**config.mk**
```make
export PLATFORM = sky130hd
export DESIGN_NAME = pc_fetch_ctrl_flat
export DESIGN_NICKNAME = d
export VERILOG_FILES = /design/src/rtl/pc_fetch_ctrl_pkg.sv /design/src/rtl/pc_fetch_ctrl_if.sv /design/src/rtl/pc_fetch_ctrl_npc.sv /design/src/rtl/pc_fetch_ctrl.sv /design/src/flat_wrapper.sv
export SDC_FILE = /design/constraint.sdc
export NUM_CORES = 1
export LEC_CHECK = 0
export BUFFER_PORTS_ARGS = -buffer_cell sky130_fd_sc_hd__buf_2
export CORE_MARGIN = 10
export CORE_UTILIZATION = 40
export CTS_CLUSTER_DIAMETER = 40
export DETAILED_ROUTE_END_ITERATION = 10
export PLACE_DENSITY_LB_ADDON = 0.2
export SYNTH_ARGS = -nofsm -noshare
export SYNTH_HDL_FRONTEND = slang
export SYNTH_SLANG_ARGS = --single-unit
export TNS_END_PERCENT = 1
```
**constraint.sdc**
```tcl
create_clock -name clk -period 6.3 [get_ports clk]
set_input_delay 0.315 -clock clk [delete_from_list [all_inputs] [get_ports clk]]
set_output_delay 0.315 -clock clk [all_outputs]
set_load 0.03 [all_outputs]
```
**src/rtl/pc_fetch_ctrl_pkg.sv**
```systemverilog
// Shared fetch-path definitions: word width, next-PC opcodes, reset/exception vectors.
// Pure declarations; no timing or flow-control behaviour lives here.
package pc_fetch_ctrl_pkg;

  localparam int WORD_WIDTH = 32;
  localparam int NPC_OP_W   = 2;

  localparam logic [WORD_WIDTH-1:0] DEF_RESET_PC   = 32'h0000_3000;
  localparam logic [WORD_WIDTH-1:0] DEF_EXC_VECTOR = 32'h0000_4180;

  typedef enum logic [NPC_OP_W-1:0] {
    NPC_SEQ    = 2'd0,
    NPC_OFFSET = 2'd1,
    NPC_JUMP   = 2'd2
  } npc_op_t;

  // Fetched-instruction output register contents
  typedef struct packed {
    logic [WORD_WIDTH-1:0] pc;
    logic [WORD_WIDTH-1:0] instr;
  } fetch_t;

endpackage

```
**src/rtl/pc_fetch_ctrl_if.sv**
```systemverilog
// Fetch-controller bundle: decode redirect, late flush, imem request/response, fetch output.
// fetch_exc exists only when FETCH_ALIGN_CHECK_EN is defined.
interface pc_fetch_ctrl_if;
  import pc_fetch_ctrl_pkg::*;

  logic                  br_valid;
  npc_op_t               br_op;
  logic [WORD_WIDTH-1:0] br_pc;
  logic [15:0]           br_imm16;
  logic [25:0]           br_imm26;
  logic                  flush_valid;
  logic [WORD_WIDTH-1:0] flush_target;
  logic                  imem_req;
  logic [WORD_WIDTH-1:0] imem_addr;
  logic                  imem_ack;
  logic [WORD_WIDTH-1:0] imem_rdata;
  logic                  if_valid;
  logic [WORD_WIDTH-1:0] if_pc;
  logic [WORD_WIDTH-1:0] if_instr;
  logic                  id_ready;
`ifdef FETCH_ALIGN_CHECK_EN
  logic                  fetch_exc;
`endif

  modport master (
    input  br_valid, br_op, br_pc, br_imm16, br_imm26,
    input  flush_valid, flush_target,
    output imem_req, imem_addr,
    input  imem_ack, imem_rdata,
    output if_valid, if_pc, if_instr,
    input  id_ready
`ifdef FETCH_ALIGN_CHECK_EN
    , output fetch_exc
`endif
  );

  modport slave (
    output br_valid, br_op, br_pc, br_imm16, br_imm26,
    output flush_valid, flush_target,
    input  imem_req, imem_addr,
    output imem_ack, imem_rdata,
    input  if_valid, if_pc, if_instr,
    output id_ready
`ifdef FETCH_ALIGN_CHECK_EN
    , input fetch_exc
`endif
  );

endinterface

```
**src/rtl/pc_fetch_ctrl_npc.sv**
```systemverilog
// Next-PC adder: sequential, PC-relative offset, or region jump target.
// Purely combinational, no flow control.
module pc_fetch_ctrl_npc
  import pc_fetch_ctrl_pkg::*;
(
  input  logic [WORD_WIDTH-1:0] pc,
  input  npc_op_t               op,
  input  logic [15:0]           imm16,
  input  logic [25:0]           imm26,
  output logic [WORD_WIDTH-1:0] npc
);

  logic [WORD_WIDTH-1:0] pc_plus4;

  assign pc_plus4 = pc + 32'd4;

  always_comb begin
    npc = pc_plus4;
    case (op)
      NPC_JUMP:   npc = {pc_plus4[31:28], imm26, 2'b00};
      NPC_OFFSET: npc = pc_plus4 + {{14{imm16[15]}}, imm16, 2'b00};
      default:    npc = pc_plus4;
    endcase
  end

endmodule

```
**src/rtl/pc_fetch_ctrl.sv**
```systemverilog
// Instruction fetch controller: one outstanding imem request, redirect on flush/branch, 1-entry output hold.
// Optional FETCH_ALIGN_CHECK_EN traps misaligned targets to EXC_VECTOR; decode stalls hold the output register.
module pc_fetch_ctrl
  import pc_fetch_ctrl_pkg::*;
#(
  parameter logic [WORD_WIDTH-1:0] RESET_PC   = DEF_RESET_PC,
  parameter logic [WORD_WIDTH-1:0] EXC_VECTOR = DEF_EXC_VECTOR
)
(
  input  logic           clk,
  input  logic           rst,
  pc_fetch_ctrl_if.master bus
);

  typedef enum logic [1:0] {
    BOOT = 2'd0,
    REQ  = 2'd1,
    HOLD = 2'd2
  } state_t;

  state_t                state_q, state_d;
  logic [WORD_WIDTH-1:0] pc_q, pc_inc, npc_tgt, pc_cand, pc_new;
  logic                  pc_load, redirect, accept;
  fetch_t                if_q;

  pc_fetch_ctrl_npc u_npc (
    .pc    (bus.br_pc),
    .op    (bus.br_op),
    .imm16 (bus.br_imm16),
    .imm26 (bus.br_imm26),
    .npc   (npc_tgt)
  );

  assign pc_inc   = pc_q + 32'd4;
  assign redirect = bus.flush_valid || bus.br_valid;
  // A redirect in the ack cycle kills the returning instruction
  assign accept   = (state_q == REQ) && bus.imem_ack && !redirect;

  always_comb begin
    pc_load = 1'b0;
    pc_cand = pc_inc;
    if (state_q != BOOT) begin
      if (bus.flush_valid) begin
        pc_load = 1'b1;
        pc_cand = bus.flush_target;
      end else if (bus.br_valid) begin
        pc_load = 1'b1;
        pc_cand = npc_tgt;
      end else if (state_q == REQ && bus.imem_ack) begin
        pc_load = 1'b1;
        pc_cand = pc_inc;
      end
    end
  end

`ifdef FETCH_ALIGN_CHECK_EN
  logic misalign;
  logic fetch_exc_q;

  assign misalign      = pc_load && (pc_cand[1:0] != 2'b00);
  assign pc_new        = misalign ? EXC_VECTOR : pc_cand;
  assign bus.imem_addr = pc_q;
  assign bus.fetch_exc = fetch_exc_q;

  always_ff @(posedge clk or posedge rst) begin
    if (rst) fetch_exc_q <= 1'b0;
    else     fetch_exc_q <= misalign;
  end
`else
  assign pc_new        = pc_cand;
  assign bus.imem_addr = {pc_q[31:2], 2'b00};
`endif

  always_ff @(posedge clk or posedge rst) begin
    if (rst) begin
      pc_q <= RESET_PC;
      if_q <= '0;
    end else begin
      if (pc_load) pc_q <= pc_new;
      if (accept)  if_q <= '{pc: pc_q, instr: bus.imem_rdata};
    end
  end

  always_ff @(posedge clk or posedge rst) begin
    if (rst) state_q <= BOOT;
    else     state_q <= state_d;
  end

  always_comb begin
    state_d = state_q;
    case (state_q)
      BOOT:    state_d = REQ;
      REQ:     if (accept) state_d = HOLD;
      HOLD:    if (bus.flush_valid || bus.id_ready) state_d = REQ;
      default: state_d = BOOT;
    endcase
  end

  always_comb begin
    bus.imem_req = (state_q == REQ);
    bus.if_valid = (state_q == HOLD);
  end

  assign bus.if_pc    = if_q.pc;
  assign bus.if_instr = if_q.instr;

endmodule
```
**src/flat_wrapper.sv**
```systemverilog
// flat-port wrapper written by rule: the top's interface ports become plain ports
module pc_fetch_ctrl_flat import pc_fetch_ctrl_pkg::*;
#(
  parameter logic [WORD_WIDTH-1:0] RESET_PC   = DEF_RESET_PC,
  parameter logic [WORD_WIDTH-1:0] EXC_VECTOR = DEF_EXC_VECTOR
)
  (clk, rst, bus_br_valid, bus_br_op, bus_br_pc, bus_br_imm16, bus_br_imm26, bus_flush_valid, bus_flush_target, bus_imem_req, bus_imem_addr, bus_imem_ack, bus_imem_rdata, bus_if_valid, bus_if_pc, bus_if_instr, bus_id_ready);
  pc_fetch_ctrl_if bus_i ();
  input  logic clk;
  input  logic rst;
  input wire logic [$bits(bus_i.br_valid)-1:0] bus_br_valid;
  input wire logic [$bits(bus_i.br_op)-1:0] bus_br_op;
  input wire logic [$bits(bus_i.br_pc)-1:0] bus_br_pc;
  input wire logic [$bits(bus_i.br_imm16)-1:0] bus_br_imm16;
  input wire logic [$bits(bus_i.br_imm26)-1:0] bus_br_imm26;
  input wire logic [$bits(bus_i.flush_valid)-1:0] bus_flush_valid;
  input wire logic [$bits(bus_i.flush_target)-1:0] bus_flush_target;
  output wire logic [$bits(bus_i.imem_req)-1:0] bus_imem_req;
  output wire logic [$bits(bus_i.imem_addr)-1:0] bus_imem_addr;
  input wire logic [$bits(bus_i.imem_ack)-1:0] bus_imem_ack;
  input wire logic [$bits(bus_i.imem_rdata)-1:0] bus_imem_rdata;
  output wire logic [$bits(bus_i.if_valid)-1:0] bus_if_valid;
  output wire logic [$bits(bus_i.if_pc)-1:0] bus_if_pc;
  output wire logic [$bits(bus_i.if_instr)-1:0] bus_if_instr;
  input wire logic [$bits(bus_i.id_ready)-1:0] bus_id_ready;
  assign bus_i.br_valid = bus_br_valid;
  assign bus_i.br_op = bus_br_op;
  assign bus_i.br_pc = bus_br_pc;
  assign bus_i.br_imm16 = bus_br_imm16;
  assign bus_i.br_imm26 = bus_br_imm26;
  assign bus_i.flush_valid = bus_flush_valid;
  assign bus_i.flush_target = bus_flush_target;
  assign bus_imem_req = bus_i.imem_req;
  assign bus_imem_addr = bus_i.imem_addr;
  assign bus_i.imem_ack = bus_imem_ack;
  assign bus_i.imem_rdata = bus_imem_rdata;
  assign bus_if_valid = bus_i.if_valid;
  assign bus_if_pc = bus_i.if_pc;
  assign bus_if_instr = bus_i.if_instr;
  assign bus_i.id_ready = bus_id_ready;
  pc_fetch_ctrl #(.RESET_PC(RESET_PC), .EXC_VECTOR(EXC_VECTOR)) u_core (.clk(clk), .rst(rst), .bus(bus_i));
endmodule
```
# Yosys cells after proc, flatten, opt, wreduce, memory -nomap -nowiden
# Cells that the tools add are included.
# totals
regBits,98
input_bits,146
wordCells,32
# op_classes
n_addsub,3
n_eq_ne,6
muxes,11
reduce_logical,8
# op_table
cell,count
32-bit two-way mux,3
32-bit by 3-bit adder with 32-bit output (second input constant),2
32-bit one-hot mux with 2 select lines,1
32-bit adder,1
2-bit one-hot mux with 3 select lines,1
2-bit by 1-bit equality test with 1-bit output (second input constant),2
2-bit equality test (second input constant),2
1-bit two-way mux,4
2-bit two-way mux,2
2-bit by 1-bit != test with 1-bit output (second input constant),2
1-bit logical AND,2
2-bit logical NOT,1
1-bit logical OR,2
2-bit AND reduction,1
2-bit nonzero test,1
1-bit logical NOT,1

# Depth between registers and ports, before layout
# Gate-level depths: netlist (run 1).
# logic_depth
word_depth,6
depth_mapped,17
depth_no_buf,15

# Modules after synthesis
# A second synthesis (run 1) with hierarchy kept.
# hier_totals
hier_cells,857
area_unflattened_um2,7618.6
# by_module_without_submodules
mod,n_inst,cells_each,area_each_um2
pc_fetch_ctrl,1,444,4913.5
pc_fetch_ctrl_npc,1,413,2705.1

# Least setup slack after synthesis (run 1)
# Ideal clock, no wire load.
# synth_timing
kind,input to register
startpoint,in bus_br_pc[9]
endpoint,reg u_core.pc_q[27]
setup_ps,142
arrival_time_ps,3306
t_required_ps,6158
slack_ps,2852
path_stages,16
path_buffers,2
cell_sequence,and4_1 nand3_2 or2_2 clkbuf_1 nor2b_1 xor2_1 ha_1 clkbuf_1 o21ai_0 o21ai_0 a221oi_1 o21ai_1 a31o_2 o31a_1 a221oi_1 o221ai_1
# synth_between
elab_chain_len,6
# synth_lines
element,line,rtl
start: declaration,flat_wrapper.sv:13,input wire logic [$bits(bus_i.br_pc)-1:0] bus_br_pc;
32-bit by 3-bit adder with 32-bit output (*),pc_fetch_ctrl_npc.sv:15,assign pc_plus4 = pc + 32'd4;
32-bit adder,pc_fetch_ctrl_npc.sv:21,"NPC_OFFSET: npc = pc_plus4 + {{14{imm16[15]}}, imm16, 2'b00};"
32-bit one-hot mux with 2 select lines (*),pc_fetch_ctrl_npc.sv:19,case (op)
32-bit two-way mux (*),pc_fetch_ctrl.sv:46,end else if (bus.br_valid) begin
32-bit two-way mux (*),pc_fetch_ctrl.sv:43,if (bus.flush_valid) begin
32-bit two-way mux (*),pc_fetch_ctrl.sv:42,if (state_q != BOOT) begin
end signal: assignment,pc_fetch_ctrl.sv:79,if (pc_load) pc_q <= pc_new;
end: declaration,pc_fetch_ctrl.sv:22,"logic [WORD_WIDTH-1:0] pc_q, pc_inc, npc_tgt, pc_cand, pc_new;"
# Every way passes the cells marked *; elsewhere a longest branch is shown, timed or not.
# A chain may end at the register's enable or synchronous reset.

# Worst setup path after layout (run 1)
# layout_timing
startpoint,in bus_br_pc[4]
endpoint,reg u_core.pc_q[27]
# Same word-level chain as after synthesis.

==> flow_summary.yaml, run 1 <==
routing:
  wire_per_inst_um: 19.7
  drc: 0
  drtIter0Drc: 667
  vias: 7881
  dr.pass1.iters: 4
  wl_um: 27800
  vias_per_cell: 5.60
  ant_nets: 0
worst_hold_path:
  hp-class: "input port to asynchronous set/reset pin"
global_route:
  top_usage_layer: "met2"
  overflow: 0
  grt_usage: 0.213
  met1_usage: 0.297
  grt_pass1_vias: 7478
  globalRouteMet2Util: 0.332
  antenna_found_initial: 0
  use_met3: 0.0388
  grt_pass1_wl_um: 41900
  grt_max_degree: 51
yosys:
  synth_edf_count: 0
  synth.distinct_cells: 74
  async_flop_share: 1.00
  yosys_warnings: 0
  seq_area_frac_synth: 0.325
  syn_area_per_cell_um2: 7.89
  synth_area_um2: 7560
  synth_ff_type: "dfrtp_1"
  syn_inst: 958
  synth-seq-cells: 98
placed_design:
  portBuffers: 241
  gp_congestion: 0.956
  hpwlAfterDp_um: 21800
  dp.cells: 1392
  pre_cts_slack_ps: 2360
  postPlaceCellArea_um2: 8940
sta:
  setup_viol: 0
  finalCritPeriodShare: 0.589
  tns_ps: 0
  hold_viol_final: 0
  slew_headroom: 0.365
  slew_viol_final: 0
  fmax_mhz: 270
  min_period_ps: 3710
  fin_ws_ps: 2590
  final.setup_skew_ps: 7.45
  grt_setup_unrepaired: "no"
  worstMarginPinSlew_ps: 952
critical_path:
  cp-end-kind: "flop"
  crit_type: "input port to flop"
  arrival_ps: 3910
  cp-start-kind: "input port"
  crit_buf_inv: 1
  crit_fanout: 8
  crit_chain: "buf_2 -> and4_1 -> nand2_1 -> nor2_1 -> nand3_1 -> xnor2_1 -> ha_1 -> a211oi_1 -> o21ai_0 -> a221oi_1 -> o21ai_1 -> a31o_2 -> o31a_1 -> a221oi_1 -> o221ai_1"
  worstPathRequired_ps: 6500
  crit_top_cell: "a221oi_1"
  crit_path_top_delay_cell: "ha_1"
  max_stage_delay_ps: 400
  critical_path.top_delay_family: "compound AO/OA/AOI/OAI gates"
floorplan:
  num_rows: 50
  start_util: 0.405
  dieArea_um2: 24800
  die_h_um: 157
  pin_count: 244
  die_w_um: 157
  core-area_um2: 18600
clock_network:
  cts_resized: 0
  cts.sinks: 98
  cts.reportedPaths.clkPinSlew_ps: 70
  clock-root-buffer: "clkbuf_16"
  clk_latency_ps: 340
  cts_buffers: 9
  cts_max_path_buffers: 2
  cts_hold_buf: 0
  post-cts-setup-buffer-count: 0
  cts_htree_levels: 3
  cts_tree: "yes"
finish:
  nets: 1354
  final_cell_mix: "nand2_1 (248), buf_2 (241), dfrtp_1 (96)"
  fillCellCount: 1886
  antenna_cells: 0
  fin_cells: 1407
  final_common_cell: "nand2_1"
  area_growth_pct: 22.0
  drive_above_1_share: 0.246
  final_area_um2: 9220
power:
  ir_drop_uv: 129
  p_total_mw: 2.65
  p_per_area_nw_per_um2: 287
  p_leak_nw: 4.56
run:
  cap_violations: 0
outcome:
  status: "finished, final reports clean"
==> sequential cells by signal, summed over array words and instances (netlist names) <==
signal / flops
u_core.state_q: 2
u_core.pc_q: 32
u_core.bus.if_pc: 32
u_core.bus.if_instr: 32
==> cells by family (layout without fill, tap and decap cells) <==
logic type	Yosys count	count (layout)	share of synthesized area
simple gates	442	442	0.274
compound gates	233	233	0.209
flops	98	98	0.325
buf+inv	72	286	0.0381
fa+ha+maj	39	39	0.0656
mux	5	5	0.00679
xor+xnor	68	68	0.0818
other cells	1	2	0.000496
==> worst register-to-register path, delay by kind of cell, from the launching register on <==
kind                   cells  cell delay, ps
AO/OA/AOI/OAI              1             230
buffers and inverters      1             460
flip-flops                 1             470
AND/OR/NAND/NOR            5            1610
==> routing by layer <==
| layer | up-vias | share of wire | wire length, µm |
|---|---|---|---|
| li1 | 3846 | - | - |
| met1 | 3662 | 0.46 | 12900 |
| met2 | 344 | 0.44 | 12300 |
| met3 | 29 | 0.079 | 2200 |
| met4 | 0 | 0.016 | 435 |
| met5 | - | 0 | 0 |
==> through the flow <==
stage | hold WS [ps] | utilization
after CTS | 78.3 | 0.494
after global routing | 114 | 0.494
after global placement | 448 | 0.479
final | 61.7 | 0.494
after floorplan | 420 | -
after detailed placement | 449 | 0.479
==> worst paths after layout <==
path,start,cells past startpoint,endpoint,slack [ps]
max,bus_br_pc[4],15,u_core.pc_q[27],2590
min in group clk,bus_imem_rdata[2],3,u_core.bus.if_instr[2],160
min,rst,2,u_core.bus.if_instr[7],60
min reg2reg,u_core.bus.if_pc[11],2,u_core.bus.if_pc[11],470
max in group asynchronous,rst,3,u_core.bus.if_pc[16],5130
max reg2reg,u_core.state_q[1],7,u_core.bus.if_instr[30],3410
==> area by class of cell <==
| class | instances | area [µm²] | area share |
|---|---|---|---|
| Clock inverter | 6 | 52.6 | 0.00570 |
| Inverter | 20 | 77.6 | 0.00842 |
| Sequential cell | 98 | 2450 | 0.266 |
| Clock buffer | 9 | 225 | 0.0244 |
| Timing Repair Buffer | 251 | 1280 | 0.139 |
| Tap cell | 234 | 293 | 0.0318 |
| Multi-Input combinational cell | 789 | 4830 | 0.524 |
==> where the power goes <==
group	internal, mW	switching, mW	total [mW]
clock network	0.271	0.256	0.527
logic	0.375	0.803	1.18
registers	0.791	0.151	0.942
==> synthesized netlist by cell type, drive strengths merged, types with 3 or more instances <==
library cell	count	area, µm²
a211oi	9	72.6
a31oi	3	18.8
o21ai	57	285
xor2	26	235
or2	4	25.0
dfrtp	96	2400
nor4	7	73.8
buf	6	38.8
o31ai	3	22.5
a221oi	21	184
nor2	55	206
a21oi	52	260
o211ai	5	37.5
nand3b	3	22.5
a221o	8	80.1
mux2i	4	40.0
a41o	3	30.0
and3	14	87.6
and2	4	25.0
o22ai	11	68.8
o221ai	10	87.6
nand3	35	198
and4	9	78.8
o21a	5	37.5
ha	38	475
inv	19	71.3
nor2b	7	43.8
a21o	20	150
nor3	11	55.1
nand4	20	131
nand2	249	935
a22oi	5	37.5
nor4b	3	41.3
o21bai	3	22.5
xnor2	41	359
clkbuf	46	174
nand2b	8	50.1
or3	8	50.1
No activity file was read; power rests on OpenSTA's default activity.
==> run 2, diff against run 1 <==
clock period = 3.1 ns   (was 6.3 ns; I/O delays follow)
==> run 2 against run 1 <==
  * Sequential share of layout area down 2.9 points
  * Clock power up 110%
  * Worst setup slack worse by 2400 ps
  * Worst hold slack worse by 55 ps
  * First-iteration DRC count up 10%
  * Wire length up 2.7%
  * Power up 110%
  * Via count up 5.8%
  * Largest cell class unchanged
  * Highest routed layer unchanged
==> flow_summary.yaml, run 2 (same netlist as run 1, synthesis figures left out) <==
power:
  pwr-share-clk: 0.200
  pwr-share-comb: 0.458
  p_int_mw: 3.09
  power.switching_mw: 2.52
  ir_drop_uv: 250
  p_leak_nw: 5.24
  seq_power_share: 0.342
  p_per_area_nw_per_um2: 542
  swShare: 0.449
global_route:
  overflow: 0
  grt_max_degree: 63
  grt_pass1_vias: 8279
  antenna_found_initial: 1
  grt_pass1_wl_um: 44500
  grt_usage: 0.223
routing:
  dr.pass1.iters: 5
  wl_um: 28500
  vias_per_cell: 5.42
  drc: 0
  vias: 8338
  drtIter0Drc: 735
  wire_per_inst_um: 18.5
  ant_nets: 0
worst_hold_path:
  hold_path_startpoint: "bus_imem_rdata[12]"
  worstHoldEndpoint: "u_core.bus.if_instr[12]"
  hp-class: "input port to flop"
  worstHoldPathCells: 3
run:
  cap_violations: 0
finish:
  drive_above_1_share: 0.319
  final_common_cell: "nand2_1"
  fin_cells: 1538
  final_cell_mix: "nand2_1 (247), buf_2 (241), buf_4 (119)"
  area_growth_pct: 37.0
  nets: 1483
  final_area_um2: 10300
floorplan:
  pin_count: 244
  dieArea_um2: 24800
  core-area_um2: 18600
  num_rows: 50
  start_util: 0.405
  die_h_um: 157
  die_w_um: 157
critical_path:
  cp-start-kind: "input port"
  cp-end-kind: "flop"
  reg2reg_to: "u_core.bus.if_pc[13]"
  crit_type: "input port to flop"
  worstPathRequired_ps: 3340
  r2r-start: "u_core.state_q[0]"
  crit_fanout: 5
  arrival_ps: 3150
  rrSetupSlack_ps: 510
  ff2ff_path_depth: 7
clock_network:
  cts.reportedPaths.clkPinSlew_ps: 70
  cts.sinks: 98
  cts_tree: "yes"
  clk_latency_ps: 350
  cts_buffers: 9
  cts_max_path_buffers: 2
  cts_htree_levels: 3
  clock-root-buffer: "clkbuf_16"
placed_design:
  postPlaceCellArea_um2: 9800
  dp.cells: 1501
  hpwlAfterDp_um: 22800
  portBuffers: 241
  gp_congestion: 0.887
outcome:
  status: "finished, final reports clean"
sta:
  hold_viol_final: 0
  fmax_mhz: 344
  finalCritPeriodShare: 0.938
  min_period_ps: 2910
  slew_viol_final: 0
  setup_viol: 0
  worstMarginPinSlew_ps: 1050
  slew_headroom: 0.297
  final.setup_skew_ps: 10.7
## run 2: cell types whose count changed in the layout (fill, tap and decap cells not counted), sizes merged
cell | previous run | this run
clkinv | 1 | 4
clkinvlp | 4 | 0
clkbuf | 9 | 10
dlygate4sd3 | 0 | 18
inv | 21 | 22
diode | 0 | 1
buf | 251 | 362
## run 2: critical path, cell delays in order
cell     delay [ps]
buf_2            90
and4_4          250
nand3_4          70
or2_2           350
nor2b_2         130
xor2_1          200
ha_1            290
buf_4           150
buf_4           150
a21o_1          170
a21oi_1         210
nor3_1           90
o41a_1          310
a41o_1          230
a221o_1         290
## run 2: timing repair
item                                    in CTS  in global routing
hold endpoints to repair                    78                  0
hold buffers                                18                  0
buffers inserted                             0                  2
gates resized for setup                      0                 15
endpoints found under the setup margin       0                 11
## run 2: worst max-delay path by stage
stage	startpoint	to	slack, ps	depth (start not counted)
floorplan	bus_br_pc[9]	u_core.pc_q[27]	-60	16
finish	bus_br_pc[9]	u_core.pc_q[28]	190	15
global route	bus_br_pc[5]	u_core.pc_q[27]	-10	14
CTS	bus_br_pc[4]	u_core.pc_q[31]	30	15
detailed placement	bus_br_pc[4]	u_core.pc_q[31]	-330	15
global placement	bus_br_pc[5]	u_core.pc_q[24]	-230	14
## run 2: routing by layer
metal,global-route usage,vias to the layer above,part of all wire
met2,0.359,317,0.45
met5,0,-,0
met4,0.0610,0,0.020
li1,-,4102,-
met1,0.301,3882,0.46
met3,0.0388,37,0.067
## run 2: final cells by class
type	count	area, µm²
antenna	1	2.50
clock buffer	10	239
clock inverter	6	57.6
fill	1825	8290
inverter	20	77.6
multi-input combinational	789	4910
sequential	98	2450
tap	234	293
timing repair buffer	380	2320
## run 2: power groups by stage
stage,logic (mW),registers (mW),clock network [mW]
2_1_floorplan,0.985,2.51,0
3_3_place_gp,2.52,1.93,0
3_5_place_dp,2.53,1.94,0
4_1_cts,2.56,1.92,1.15
5_1_grt,2.79,1.98,1.19
6_report,2.57,1.92,1.12
## run 2: stage by stage
step	TNS, ps	utilization	setup slack, ps	hold WS (ps)	total power [mW]
finish	0	0.555	192	6.68	5.61
global route	-19.6	0.555	-10.9	8.33	5.96
CTS	0	0.551	29.7	0.0659	5.62
detailed placement	-2330	0.526	-334	348	4.47
global placement	-1500	0.526	-228	343	4.44
floorplan	-90.0	-	-56.0	260	3.50
==> run 3, diff against run 2 <==
BUFFER_PORTS_ARGS = default   (was -buffer_cell sky130_fd_sc_hd__buf_2)
CAP_MARGIN = 10   (was default)
DONT_BUFFER_PORTS = 1   (was default)
==> run 3 against run 2 <==
  * Non-clock buffer count down 212
  * Cell count is 14% lower
  * Sequential share of layout area grew 2.4 points
  * Power down 4.5%
  * Clock power about the same
  * Worst hold slack improved by 4.1 ps
  * Clock-buffer cell count unchanged
  * Critical path depth decreased by 3
  * Register-to-register slack barely moved
  * Fmax rose by 2.2%
  * Wire length is 0.81% lower
  * Die area unchanged
  * Highest routed layer is now met5
==> flow_summary.yaml, run 3 (same netlist as run 1, synthesis figures left out) <==
outcome:
  status: "finished, final reports clean"
placed_design:
  hpwlAfterDp_um: 22400
  gp_congestion: 0.905
  postPlaceCellArea_um2: 8660
  portBuffers: 0
  dp.cells: 1269
sta:
  worstMarginPinSlew_ps: 712
  hold_viol_final: 0
  grt_setup_unrepaired: "no"
  tns_ps: 0
  finalCritPeriodShare: 0.918
  slew_viol_final: 0
  fmax_mhz: 351
  final.setup_skew_ps: 6.41
  setup_viol: 0
  whs_ps: 10.8
  slew_headroom: 0.525
  min_period_ps: 2850
global_route:
  overflow: 0
  grt_pass1_wl_um: 43100
  grt_max_degree: 63
  antenna_found_initial: 6
  grt_pass1_vias: 7389
  grt_usage: 0.222
clock_network:
  cts_htree_levels: 3
  cts_buffers: 9
  clock-root-buffer: "clkbuf_16"
  cts.sinks: 98
  cts_max_path_buffers: 2
  cts.reportedPaths.clkPinSlew_ps: 70
  cts_tree: "yes"
  clk_latency_ps: 340
routing:
  vias: 7549
  vias_per_cell: 5.68
  drtIter0Drc: 564
  wire_per_inst_um: 21.3
  dr.pass1.iters: 5
  ant_nets: 0
  wl_um: 28300
  drc: 0
finish:
  drive_above_1_share: 0.159
  register_area_um2: 2450
  final_area_um2: 9400
  fillCellCount: 1807
  final_common_cell: "nand2_1"
  nets: 1271
  multi_input_area_um2: 4880
  final_cell_mix: "nand2_1 (248), buf_4 (126), dfrtp_1 (96)"
  fin_cells: 1328
  area_growth_pct: 24.4
critical_path:
  cp-start-kind: "input port"
  crit_path_top_delay_cell: "o41a_1"
  crit_chain: "and4_2 -> and4bb_2 -> nand3_1 -> xnor2_1 -> ha_1 -> a21oi_1 -> o21bai_1 -> a21oi_1 -> o21ai_0 -> o41a_1 -> a41o_1 -> a221o_1"
  max_stage_delay_ps: 400
  crit_top_cell: "a21oi_1"
  crit_buf_inv: 0
  crit_fanout: 6
  worstPathRequired_ps: 3330
  arrival_ps: 3070
  crit_type: "input port to flop"
  cp-end-kind: "flop"
  critical_path.top_delay_family: "compound AO/OA/AOI/OAI gates"
power:
  ir_drop_uv: 263
  p_per_area_nw_per_um2: 570
  p_total_mw: 5.36
  p_leak_nw: 4.35
run:
  cap_violations: 0
floorplan:
  pin_count: 244
  start_util: 0.405
  num_rows: 50
  die_w_um: 157
  die_h_um: 157
  dieArea_um2: 24800
  core-area_um2: 18600
worst_hold_path:
  hp-class: "input port to flop"
-- run 3: changes by cell type in the layout (fill, tap and decap cells not counted), sizes merged --
cell         before  now
dlygate4sd3      18   40
diode             1    3
clkinvlp          0    2
bufinv            0    1
inv              22   21
clkinv            4    2
buf             362  128
-- run 3: path summary, 6_finish.rpt --
| kind | cells after the start | to | start | slack, ps |
|---|---|---|---|---|
| hold / removal | 2 | u_core.pc_q[11] | bus_flush_target[11] | 10 |
| min in group asynchronous | 2 | u_core.bus.if_instr[21] | rst | 420 |
| setup / recovery | 12 | u_core.pc_q[28] | bus_br_pc[5] | 250 |
| hold reg to reg | 2 | u_core.bus.if_pc[0] | u_core.pc_q[0] | 490 |
| max in group asynchronous | 3 | u_core.pc_q[26] | rst | 1900 |
| setup reg to reg | 8 | u_core.pc_q[30] | u_core.pc_q[13] | 510 |
-- run 3: where the power goes --
part | leakage, nW | switching (mW) | total [mW] | internal (mW)
logic | 3.02 | 1.11 | 1.84 | 0.731
clock network | 0.141 | 0.505 | 1.14 | 0.636
registers | 1.19 | 0.771 | 2.37 | 1.60
total | 4.35 | 2.39 | 5.36 | 2.97
-- run 3: layout make-up --
class / count / area share
inverters: 20 / 0.00825
clock inverters: 6 / 0.00785
clock buffers: 10 / 0.0244
diodes: 3 / 0.000799
repair buffers: 168 / 0.147
well taps: 234 / 0.0311
flip-flops and latches: 98 / 0.261
multi-input cells: 789 / 0.519
-- run 3: layer usage --
layer | routed length, µm | GRT usage | vias to the layer above
met5 | 47 | 0 | -
met4 | 438 | 0.0557 | 6
met3 | 3150 | 0.0802 | 35
met2 | 12800 | 0.353 | 303
met1 | 11800 | 0.279 | 3538
li1 | - | - | 3667
-- run 3: through the flow --
| step | util | worst slack (ps) |
|---|---|---|
| CTS | 0.502 | 193 |
| global placement | 0.464 | -93.6 |
| finish | 0.504 | 253 |
| global route | 0.504 | 13.0 |
| floorplan | - | -56.0 |
| detailed placement | 0.464 | -171 |
-- run 3: what timing repair did --
action,4_1_cts,5_1_grt
buffers inserted,0,0
gates resized for setup,0,6
endpoints found under the setup margin,0,6
hold endpoints to repair,90,0
hold buffers,40,0
